File: config.mk
export PLATFORM = sky130hd
export DESIGN_NAME = dit_seq_flat
export DESIGN_NICKNAME = d
export VERILOG_FILES = /design/src/rtl/dit_seq_if.sv /design/src/rtl/dit_seq.sv /design/src/flat_wrapper.sv
export SDC_FILE = /design/constraint.sdc
export NUM_CORES = 1
export LEC_CHECK = 0
export CAP_MARGIN = 25
export CORE_UTILIZATION = 54
export CTS_CLUSTER_DIAMETER = 40
export CTS_CLUSTER_SIZE = 12
export DETAILED_ROUTE_END_ITERATION = 12
export PLACE_DENSITY = 0.86
export SYNTH_ARGS = -nofsm -noshare
export SYNTH_HDL_FRONTEND = slang
export SYNTH_SLANG_ARGS = --single-unit
File: constraint.sdc
create_clock -name clk -period 3.12 [get_ports clk]
set_clock_uncertainty 0.15 [all_clocks]
set_input_delay 0.468 -clock clk [delete_from_list [all_inputs] [get_ports clk]]
set_output_delay 0.468 -clock clk [all_outputs]
set_load 0.005 [all_outputs]
File: src/rtl/dit_seq_if.sv
// Streaming sample/result handshakes plus the FFT-core start/done bus used by dit_seq.
// master is the environment (sample source, FFT core, result sink); slave is dit_seq.
interface dit_seq_if #(
    parameter int DW = 17
);
    logic                in_valid;
    logic                in_ready;
    logic [DW-1:0]       in_data;
    logic                fft_start;
    logic [7:0][DW-1:0]  fft_samples;
    logic                fft_done;
    logic [15:0][DW-1:0] fft_result;
    logic                out_valid;
    logic                out_ready;
    logic [DW-1:0]       out_data;
    logic                out_last;

    modport master (
        output in_valid, in_data, fft_done, fft_result, out_ready,
        input  in_ready, fft_start, fft_samples, out_valid, out_data, out_last
    );

    modport slave (
        input  in_valid, in_data, fft_done, fft_result, out_ready,
        output in_ready, fft_start, fft_samples, out_valid, out_data, out_last
    );
endinterface

File: src/rtl/dit_seq.sv
// Frame sequencer around an 8-point DIT FFT core: gathers 8 samples, fires the core,
// waits (with timeout) for its 16 result words and streams them out one per handshake.
module dit_seq #(
    parameter int TIMEOUT = 64,
    parameter int DW      = 17
) (
    input  logic       clk,
    input  logic       reset,
    dit_seq_if.slave   bus,
    input  logic       err_clr,
    output logic       timeout_err,
    output logic [7:0] frame_cnt
);
    localparam int       NUM_SLOTS = 8;
    localparam int       NUM_WORDS = 16;
    localparam logic [7:0] TO_LAST = 8'(TIMEOUT - 1);

    typedef enum logic [1:0] {LOAD, START, WAIT, DRAIN} state_t;

    state_t                      state, nxt;
    logic                        live;
    logic [2:0]                  ld_idx;
    logic [3:0]                  wr_idx;
    logic [7:0]                  timer;
    logic [NUM_SLOTS-1:0][DW-1:0] samples;
    logic [NUM_WORDS-1:0][DW-1:0] res;

    logic          rdy, start, ovld, olast;
    logic [DW-1:0] odata;
    logic          ld_fire, wr_fire, last_fire, to_hit, cap;

    assign ld_fire   = bus.in_valid && rdy;
    assign wr_fire   = ovld && bus.out_ready;
    assign last_fire = wr_fire && (wr_idx == 4'(NUM_WORDS - 1));
    assign cap       = (state == WAIT) && bus.fft_done;
    // done on the same cycle as the last timer value takes priority over the abort
    assign to_hit    = (state == WAIT) && !bus.fft_done && (timer == TO_LAST);

    // ---------------- FSM: state register ----------------
    always_ff @(posedge clk or negedge reset) begin
        if (!reset) state <= LOAD;
        else        state <= nxt;
    end

    // ---------------- FSM: next state ----------------
    always_comb begin
        nxt = state;
        case (state)
            LOAD:    if (ld_fire && ld_idx == 3'(NUM_SLOTS - 1)) nxt = START;
            START:   nxt = WAIT;
            WAIT:    if (bus.fft_done) nxt = DRAIN;
                     else if (timer == TO_LAST) nxt = LOAD;
            DRAIN:   if (last_fire) nxt = LOAD;
            default: nxt = LOAD;
        endcase
    end

    // ---------------- FSM: outputs ----------------
    always_comb begin
        rdy   = live && (state == LOAD);
        start = (state == START);
        ovld  = (state == DRAIN);
        olast = (state == DRAIN) && (wr_idx == 4'(NUM_WORDS - 1));
        odata = (state == DRAIN) ? res[wr_idx] : '0;
    end

    // in_ready stays low while reset is held and rises on the first edge after release
    always_ff @(posedge clk or negedge reset) begin
        if (!reset) live <= 1'b0;
        else        live <= 1'b1;
    end

    // Sample slots only load in LOAD, so the core sees a stable vector through WAIT.
    for (genvar i = 0; i < NUM_SLOTS; i++) begin : g_slot
        logic [DW-1:0] q;
        always_ff @(posedge clk or negedge reset) begin
            if (!reset)                          q <= '0;
            else if (ld_fire && ld_idx == 3'(i)) q <= bus.in_data;
        end
        assign samples[i] = q;
    end

    always_ff @(posedge clk or negedge reset) begin
        if (!reset) begin
            ld_idx      <= '0;
            wr_idx      <= '0;
            timer       <= '0;
            res         <= '0;
            timeout_err <= 1'b0;
            frame_cnt   <= '0;
        end else begin
            if (ld_fire)                   ld_idx <= ld_idx + 3'd1;
            else if (to_hit || last_fire)  ld_idx <= '0;

            if (state == WAIT && nxt == WAIT) timer <= timer + 8'd1;
            else                              timer <= '0;

            if (cap) res <= bus.fft_result;

            if (wr_fire) wr_idx <= last_fire ? 4'd0 : wr_idx + 4'd1;
            if (last_fire) frame_cnt <= frame_cnt + 8'd1;

            if (to_hit)       timeout_err <= 1'b1;
            else if (err_clr) timeout_err <= 1'b0;
        end
    end

    assign bus.in_ready    = rdy;
    assign bus.fft_start   = start;
    assign bus.fft_samples = samples;
    assign bus.out_valid   = ovld;
    assign bus.out_last    = olast;
    assign bus.out_data    = odata;
endmodule

File: src/flat_wrapper.sv
// flat-port wrapper written by rule: the top's interface ports become plain ports
module dit_seq_flat 
#(
    parameter int TIMEOUT = 64,
    parameter int DW      = 17
)
  (clk, reset, err_clr, timeout_err, frame_cnt, bus_in_valid, bus_in_data, bus_fft_done, bus_fft_result, bus_out_ready, bus_in_ready, bus_fft_start, bus_fft_samples, bus_out_valid, bus_out_data, bus_out_last);
  dit_seq_if #(.DW(DW)) bus_i ();
  input  logic clk;
  input  logic reset;
  input  logic err_clr;
  output logic timeout_err;
  output logic [7:0] frame_cnt;
  input wire logic [$bits(bus_i.in_valid)-1:0] bus_in_valid;
  input wire logic [$bits(bus_i.in_data)-1:0] bus_in_data;
  input wire logic [$bits(bus_i.fft_done)-1:0] bus_fft_done;
  input wire logic [$bits(bus_i.fft_result)-1:0] bus_fft_result;
  input wire logic [$bits(bus_i.out_ready)-1:0] bus_out_ready;
  output wire logic [$bits(bus_i.in_ready)-1:0] bus_in_ready;
  output wire logic [$bits(bus_i.fft_start)-1:0] bus_fft_start;
  output wire logic [$bits(bus_i.fft_samples)-1:0] bus_fft_samples;
  output wire logic [$bits(bus_i.out_valid)-1:0] bus_out_valid;
  output wire logic [$bits(bus_i.out_data)-1:0] bus_out_data;
  output wire logic [$bits(bus_i.out_last)-1:0] bus_out_last;
  assign bus_i.in_valid = bus_in_valid;
  assign bus_i.in_data = bus_in_data;
  assign bus_i.fft_done = bus_fft_done;
  assign bus_i.fft_result = bus_fft_result;
  assign bus_i.out_ready = bus_out_ready;
  assign bus_in_ready = bus_i.in_ready;
  assign bus_fft_start = bus_i.fft_start;
  assign bus_fft_samples = bus_i.fft_samples;
  assign bus_out_valid = bus_i.out_valid;
  assign bus_out_data = bus_i.out_data;
  assign bus_out_last = bus_i.out_last;
  dit_seq #(.TIMEOUT(TIMEOUT), .DW(DW)) u_core (.clk(clk), .reset(reset), .bus(bus_i), .err_clr(err_clr), .timeout_err(timeout_err), .frame_cnt(frame_cnt));
endmodule
After elaboration in Yosys (flattened, before gate mapping)
Index checks and enable logic that the tools add are counted.
{"block": "word_totals", "regBits": 435, "latch_bits": 0, "ram_bits": 0, "romBits": 0, "in_bits": 295, "out_inout_bits": 166, "word_cells": 86, "memories": 0}
{"block": "classes", "addsub": 4, "multipliers": 0, "n_div": 0, "order_cmp": 1, "eq_ne": 13, "shifts": 0, "mux": 14, "bitwise_logic": 0, "reduce_logical": 23}
{"operator": "binary-select mux 17 bit (select 4 bit)", "n": 1}
{"operator": "two-way mux 17 bit", "n": 2}
{"operator": "logical AND 1 bit", "n": 17}
{"operator": "adder 8 x 1 -> 8 bit, second input constant", "n": 2}
{"operator": "equality test 3 bit, second input constant", "n": 4}
{"operator": "equality test 8 x 6 -> 1 bit, second input constant", "n": 1}
{"operator": "two-way mux 2 bit", "n": 4}
{"operator": "two-way mux 8 bit", "n": 1}
{"operator": "one-hot mux 2 bit (4 select lines)", "n": 1}
{"operator": "equality test 2 bit, second input constant", "n": 3}
{"operator": "equality test 3 x 2 -> 1 bit, second input constant", "n": 2}
{"operator": "two-way mux 3 bit", "n": 2}
{"operator": "< comparator 4 x 5 -> 1 bit, second input constant", "n": 1}
{"operator": "adder 4 x 1 -> 4 bit, second input constant", "n": 1}
{"operator": "equality test 4 bit, second input constant", "n": 1}
{"operator": "two-way mux 4 bit", "n": 1}
{"operator": "nonzero test 2 bit", "n": 2}
{"operator": "adder 3 x 1 -> 3 bit, second input constant", "n": 1}
{"operator": "equality test 3 x 1 -> 1 bit, second input constant", "n": 1}
{"operator": "zero test 3 bit", "n": 1}
{"operator": "equality test 2 x 1 -> 1 bit, second input constant", "n": 1}
{"operator": "zero test 2 bit", "n": 1}
{"operator": "two-way mux 1 bit", "n": 2}
{"operator": "zero test 1 bit", "n": 1}
{"operator": "logical OR 1 bit", "n": 1}

Logic depth before layout (Yosys ltp)
{"block": "logic_depth", "ltp_word": 9, "depth_mapped": 7, "depth_no_buf": 6}

Least setup slack after synthesis
No wires, ideal clock.
{"block": "synth_path", "path_type": "reg-to-output", "startpoint": "register u_core.wr_idx[1]", "endpoint": "output port bus_out_data[10]", "arrival_ps": 1488, "t_required_ps": 2502, "setup_slack_ps": 1014, "path_stages_with_launch": 7, "path_buffers": 3, "path_cell_list": "dfrtp_1 buf_2 nand2b_1 clkbuf_2 clkbuf_1 o22ai_1 o31ai_1"}
{"block": "synth_between", "elab_chain_len": 3}
{"element": "start, declared", "line_no": "dit_seq.sv:23", "rtl": "logic [3:0] wr_idx;"}
{"element": "start signal, assigned", "line_no": "dit_seq.sv:100", "rtl": "if (wr_fire) wr_idx <= last_fire ? 4'd0 : wr_idx + 4'd1;"}
{"element": "binary-select mux 17 bit (select 4 bit)", "line_no": "dit_seq.sv:64", "rtl": "odata = (state == DRAIN) ? res[wr_idx] : '0;"}
{"element": "two-way mux 17 bit (implied by the code)", "line_no": "dit_seq.sv:64"}
{"element": "two-way mux 17 bit", "line_no": "dit_seq.sv:64"}
{"element": "end, declared", "line_no": "flat_wrapper.sv:23", "rtl": "output wire logic [$bits(bus_i.out_data)-1:0] bus_out_data;"}
Every way passes these cells. The select of a mux whose other input is x is not followed.

Worst setup path after layout
{"block": "layout_path", "startpoint": "register u_core.wr_idx[1]", "endpoint": "output port bus_out_data[13]"}
Same word-level chain as after synthesis.

==> qor.csv <==
metric,value,unit
r2r setup slk,0.72,ns
port bufs,460,
Leak,11.47,nW
crit path buf inv count,3,
ratio of final minimum period to clock period,98.69,%
actual slew at the worst max-slew pin,0.5735,ns
pin count of the biggest net entering global routing,83,
clk_lat worst skew,0.58,ns
Worst Path Arrival,2.46,ns
Max Cap Violations,0,
WL final,55.79,mm
CP top delay family,buffers and inverters,
outcome,finished clean,
DP Wirelength,40.48,mm
worst r2r src,u_core.state[0],
worst path cell trace,"buf_4, nand2b_1, buf_4, o22ai_1, o31ai_1, clkdlybuf4s15_1",
number of cells produced by synthesis,1250,
Max Root-Sink Buffers,3,
Starting Density,54.88,%
worst vdd ir,0.5991,mV
Crit. End Element,output port,
RSZ-0062 raised after global routing,yes,
clk sinks,435,
count of different cell masters after synthesis,43,
initial antenna violation count,12,
Final GP Congestion,0.8980,
Worst R2R Path Depth,4,
Synth Net Count,1554,
vias in the first global route,13560,
vias,12890,
Final Max Slew Viols,0,
worst reg2reg path endpoint,u_core.g_slot[3].q[5],
Max Fclk,324.8,MHz
"EDFF count, synth",0,
routed len/inst,24.85,um
Total Routing Usage GR,31.31,%
Die W,189.4,um
Worst Hold Class,primary input to async pin,
setup TNS,0,ns
Routed Antenna Nets,0,
CP Data Required Time,2.50,ns
first-pass GRT wire length,84.21,mm
switching share of power,30.63,%
fill count,2004,
Vias/cell,5.741,
"Max FO, Critical Path",17,
crit start category,flop,
PwrDens,1039,nW/um^2
Comb pwr share,39.1,%
"FFs w/ async S/R, synth",100.0,%
P&R area growth vs syn,39.15,%
#FFs+latches synth,435,
"commonest non-fill, non-tap cells in the layout","mux2_2, clkdlybuf4s50_1, dfrtp_1, clkbuf_16, buf_4",
"Top FF cell, synth",dfrtp_1,
sequential share of power,37.0,%
core area,34540,sq um
YS warnings,0,
cts bufs inserted,53,
# DRC,0,
H-Tree Level Count,2,
layout cells sized above 1,38.17,%
critical path's slowest cell,dfrtp_4,
clock root buffer,clkbuf_16,
gr ovfl total,0,
DIE AREA,35860,sq um
Pwr Total,27.41,mW
Tmin final,3.079,ns
final setup fails,0,
Psw,8.396,mW
Worst path max stage delay,0.44,ns
"commonest non-fill, non-tap cell in the layout",mux2_2,
clock network fraction of total power,23.9,%
sequential area share after synthesis,57.43,%
endpoints failing hold,0,
Int Pwr,19.01,mW
clock transition at the registers of the reported paths,0.06,ns
Worst slew margin,61.63,%
Std-Cell Rows,68,
DR iter-0 viols,797,
CTS tree,built,
syn avg cell area,15.16,sq um
die height,189.4,um
Ports,461,
final net count,2046,
CP Class,flop to output port,
most frequent CP cell,buf_4,
drt first pass iters,7,
area of the mapped netlist,18960,sq um
==> Yosys cell counts, types with 2 or more instances <==
master | n | area (sq um)
ha_1 | 9 | 112.6
nand2_2 | 2 | 12.51
nand2b_1 | 19 | 118.9
nand4_1 | 4 | 25.02
a21o_1 | 2 | 15.01
nand2_4 | 3 | 33.78
o22ai_1 | 34 | 212.7
clkbuf_2 | 2 | 10.01
buf_1 | 2 | 7.510
o31ai_1 | 18 | 135.1
a22o_1 | 2 | 17.52
buf_4 | 7 | 52.55
mux2_1 | 6 | 67.56
nand3_2 | 3 | 30.03
nand3_1 | 25 | 125.1
or2_2 | 2 | 12.51
nand2_1 | 14 | 52.55
xor2_1 | 3 | 26.28
a22oi_1 | 16 | 120.1
buf_2 | 45 | 225.2
and3_1 | 3 | 18.77
mux2_2 | 444 | 5000
nor3_1 | 4 | 20.02
xnor2_1 | 11 | 96.34
nor2_1 | 14 | 52.55
mux4_2 | 18 | 405.4
buf_6 | 12 | 135.1
nor2b_1 | 2 | 12.51
dfrtp_1 | 435 | 10890
mux2_4 | 30 | 450.4
mux2i_1 | 32 | 320.3
o21ai_0 | 3 | 15.01
inv_1 | 7 | 26.28
clkbuf_1 | 8 | 30.03
==> how the worst max path moves through the flow <==
stage                       end  slack (ns)             start  cells past startpoint
2_1_floorplan  bus_out_data[10]        1.01  u_core.wr_idx[1]                      6
5_1_grt        bus_out_data[13]       -0.01  u_core.wr_idx[1]                      6
4_1_cts        bus_out_data[12]       -0.16  u_core.wr_idx[1]                      7
3_3_place_gp    bus_out_data[6]        0.26  u_core.wr_idx[1]                      6
6_report       bus_out_data[13]        0.04  u_core.wr_idx[1]                      6
3_5_place_dp    bus_out_data[4]        0.19  u_core.wr_idx[1]                      6
==> sequential cells by signal (all words and copies together), names as in the netlist <==
| register | count |
|---|---|
| u_core.ld_idx | 3 |
| u_core.frame_cnt | 8 |
| u_core.res | 272 |
| u_core.timer | 8 |
| u_core.state | 2 |
| u_core.wr_idx | 4 |
| u_core.g_slot.q | 136 |
| u_core.timeout_err | 1 |
| u_core.live | 1 |
==> per-layer routing <==
metal / share of wire (%) / track usage, % / wire (um)
met1: 40 / 40.50 / 22410
met2: 49 / 50.75 / 27600
met3: 5.6 / 5.264 / 3137
met4: 4.7 / 16.53 / 2628
met5: 0.023 / 0 / 13
==> worst register-to-register path: cells and delay by family, from the launching register on <==
kind / cells / cell delay, ns
simple gates: 2 / 1.12
mux: 1 / 0.43
flops: 1 / 0.39
buf+inv: 1 / 0.17
==> kinds of logic (layout without fill, tap and decap cells) <==
family | count (synthesis) | after routing | synth area share, %
compound gates | 77 | 77 | 2.785
flops | 435 | 435 | 57.43
mux | 530 | 530 | 32.94
buf+inv | 83 | 612 | 2.568
other cells | 1 | 12 | 0.01978
fa+ha+maj | 9 | 9 | 0.5941
xor+xnor | 14 | 14 | 0.6469
simple gates | 101 | 101 | 3.023
==> power by group through the flow <==
stage | logic, mW | registers (mW) | clock network (mW)
detailed placement | 10.2 | 10.1 | 0
floorplan | 6.21 | 9.44 | 0
finish | 10.7 | 10.1 | 6.56
global route | 11.4 | 10.4 | 6.87
global placement | 9.85 | 9.99 | 0
CTS | 10.6 | 10.0 | 6.63
==> metrics by stage <==
step,cells,setup slack [ns],cell area (sq um),hold slack (ns),util [%]
2_1_floorplan,1250,1.014,18960,0.02241,-
3_3_place_gp,2131,0.2607,24170,0.3091,69.96
3_5_place_dp,2131,0.1932,24170,0.3152,69.96
4_1_cts,2232,-0.1552,26230,0.2978,75.92
5_1_grt,2245,-0.01409,26380,0.3088,76.36
6_report,2245,0.04090,26380,0.2966,76.36
==> repair_timing <==
action | 4_1_cts | 5_1_grt
cloned | 0 | 0
endpoints found under the setup margin | 17 | 16
endpoints found under the hold margin | 59 | 0
gates resized for setup | 36 | 26
pin swaps | 3 | 1
buffers inserted | 8 | 2
hold buffers | 1 | 0
==> area by class of cell <==
cell class | instances | area, sq um | area share (%)
clock buffer | 65 | 1454 | 5.512
sequential | 435 | 10900 | 41.31
clock inverter | 27 | 431.7 | 1.637
tap | 455 | 569.3 | 2.158
multi-input combinational | 732 | 7760 | 29.42
inverter | 7 | 26.28 | 0.09962
timing repair buffer | 513 | 5213 | 19.76
antenna | 11 | 27.53 | 0.1044
Note: power is estimated with default switching activity, not from simulation.
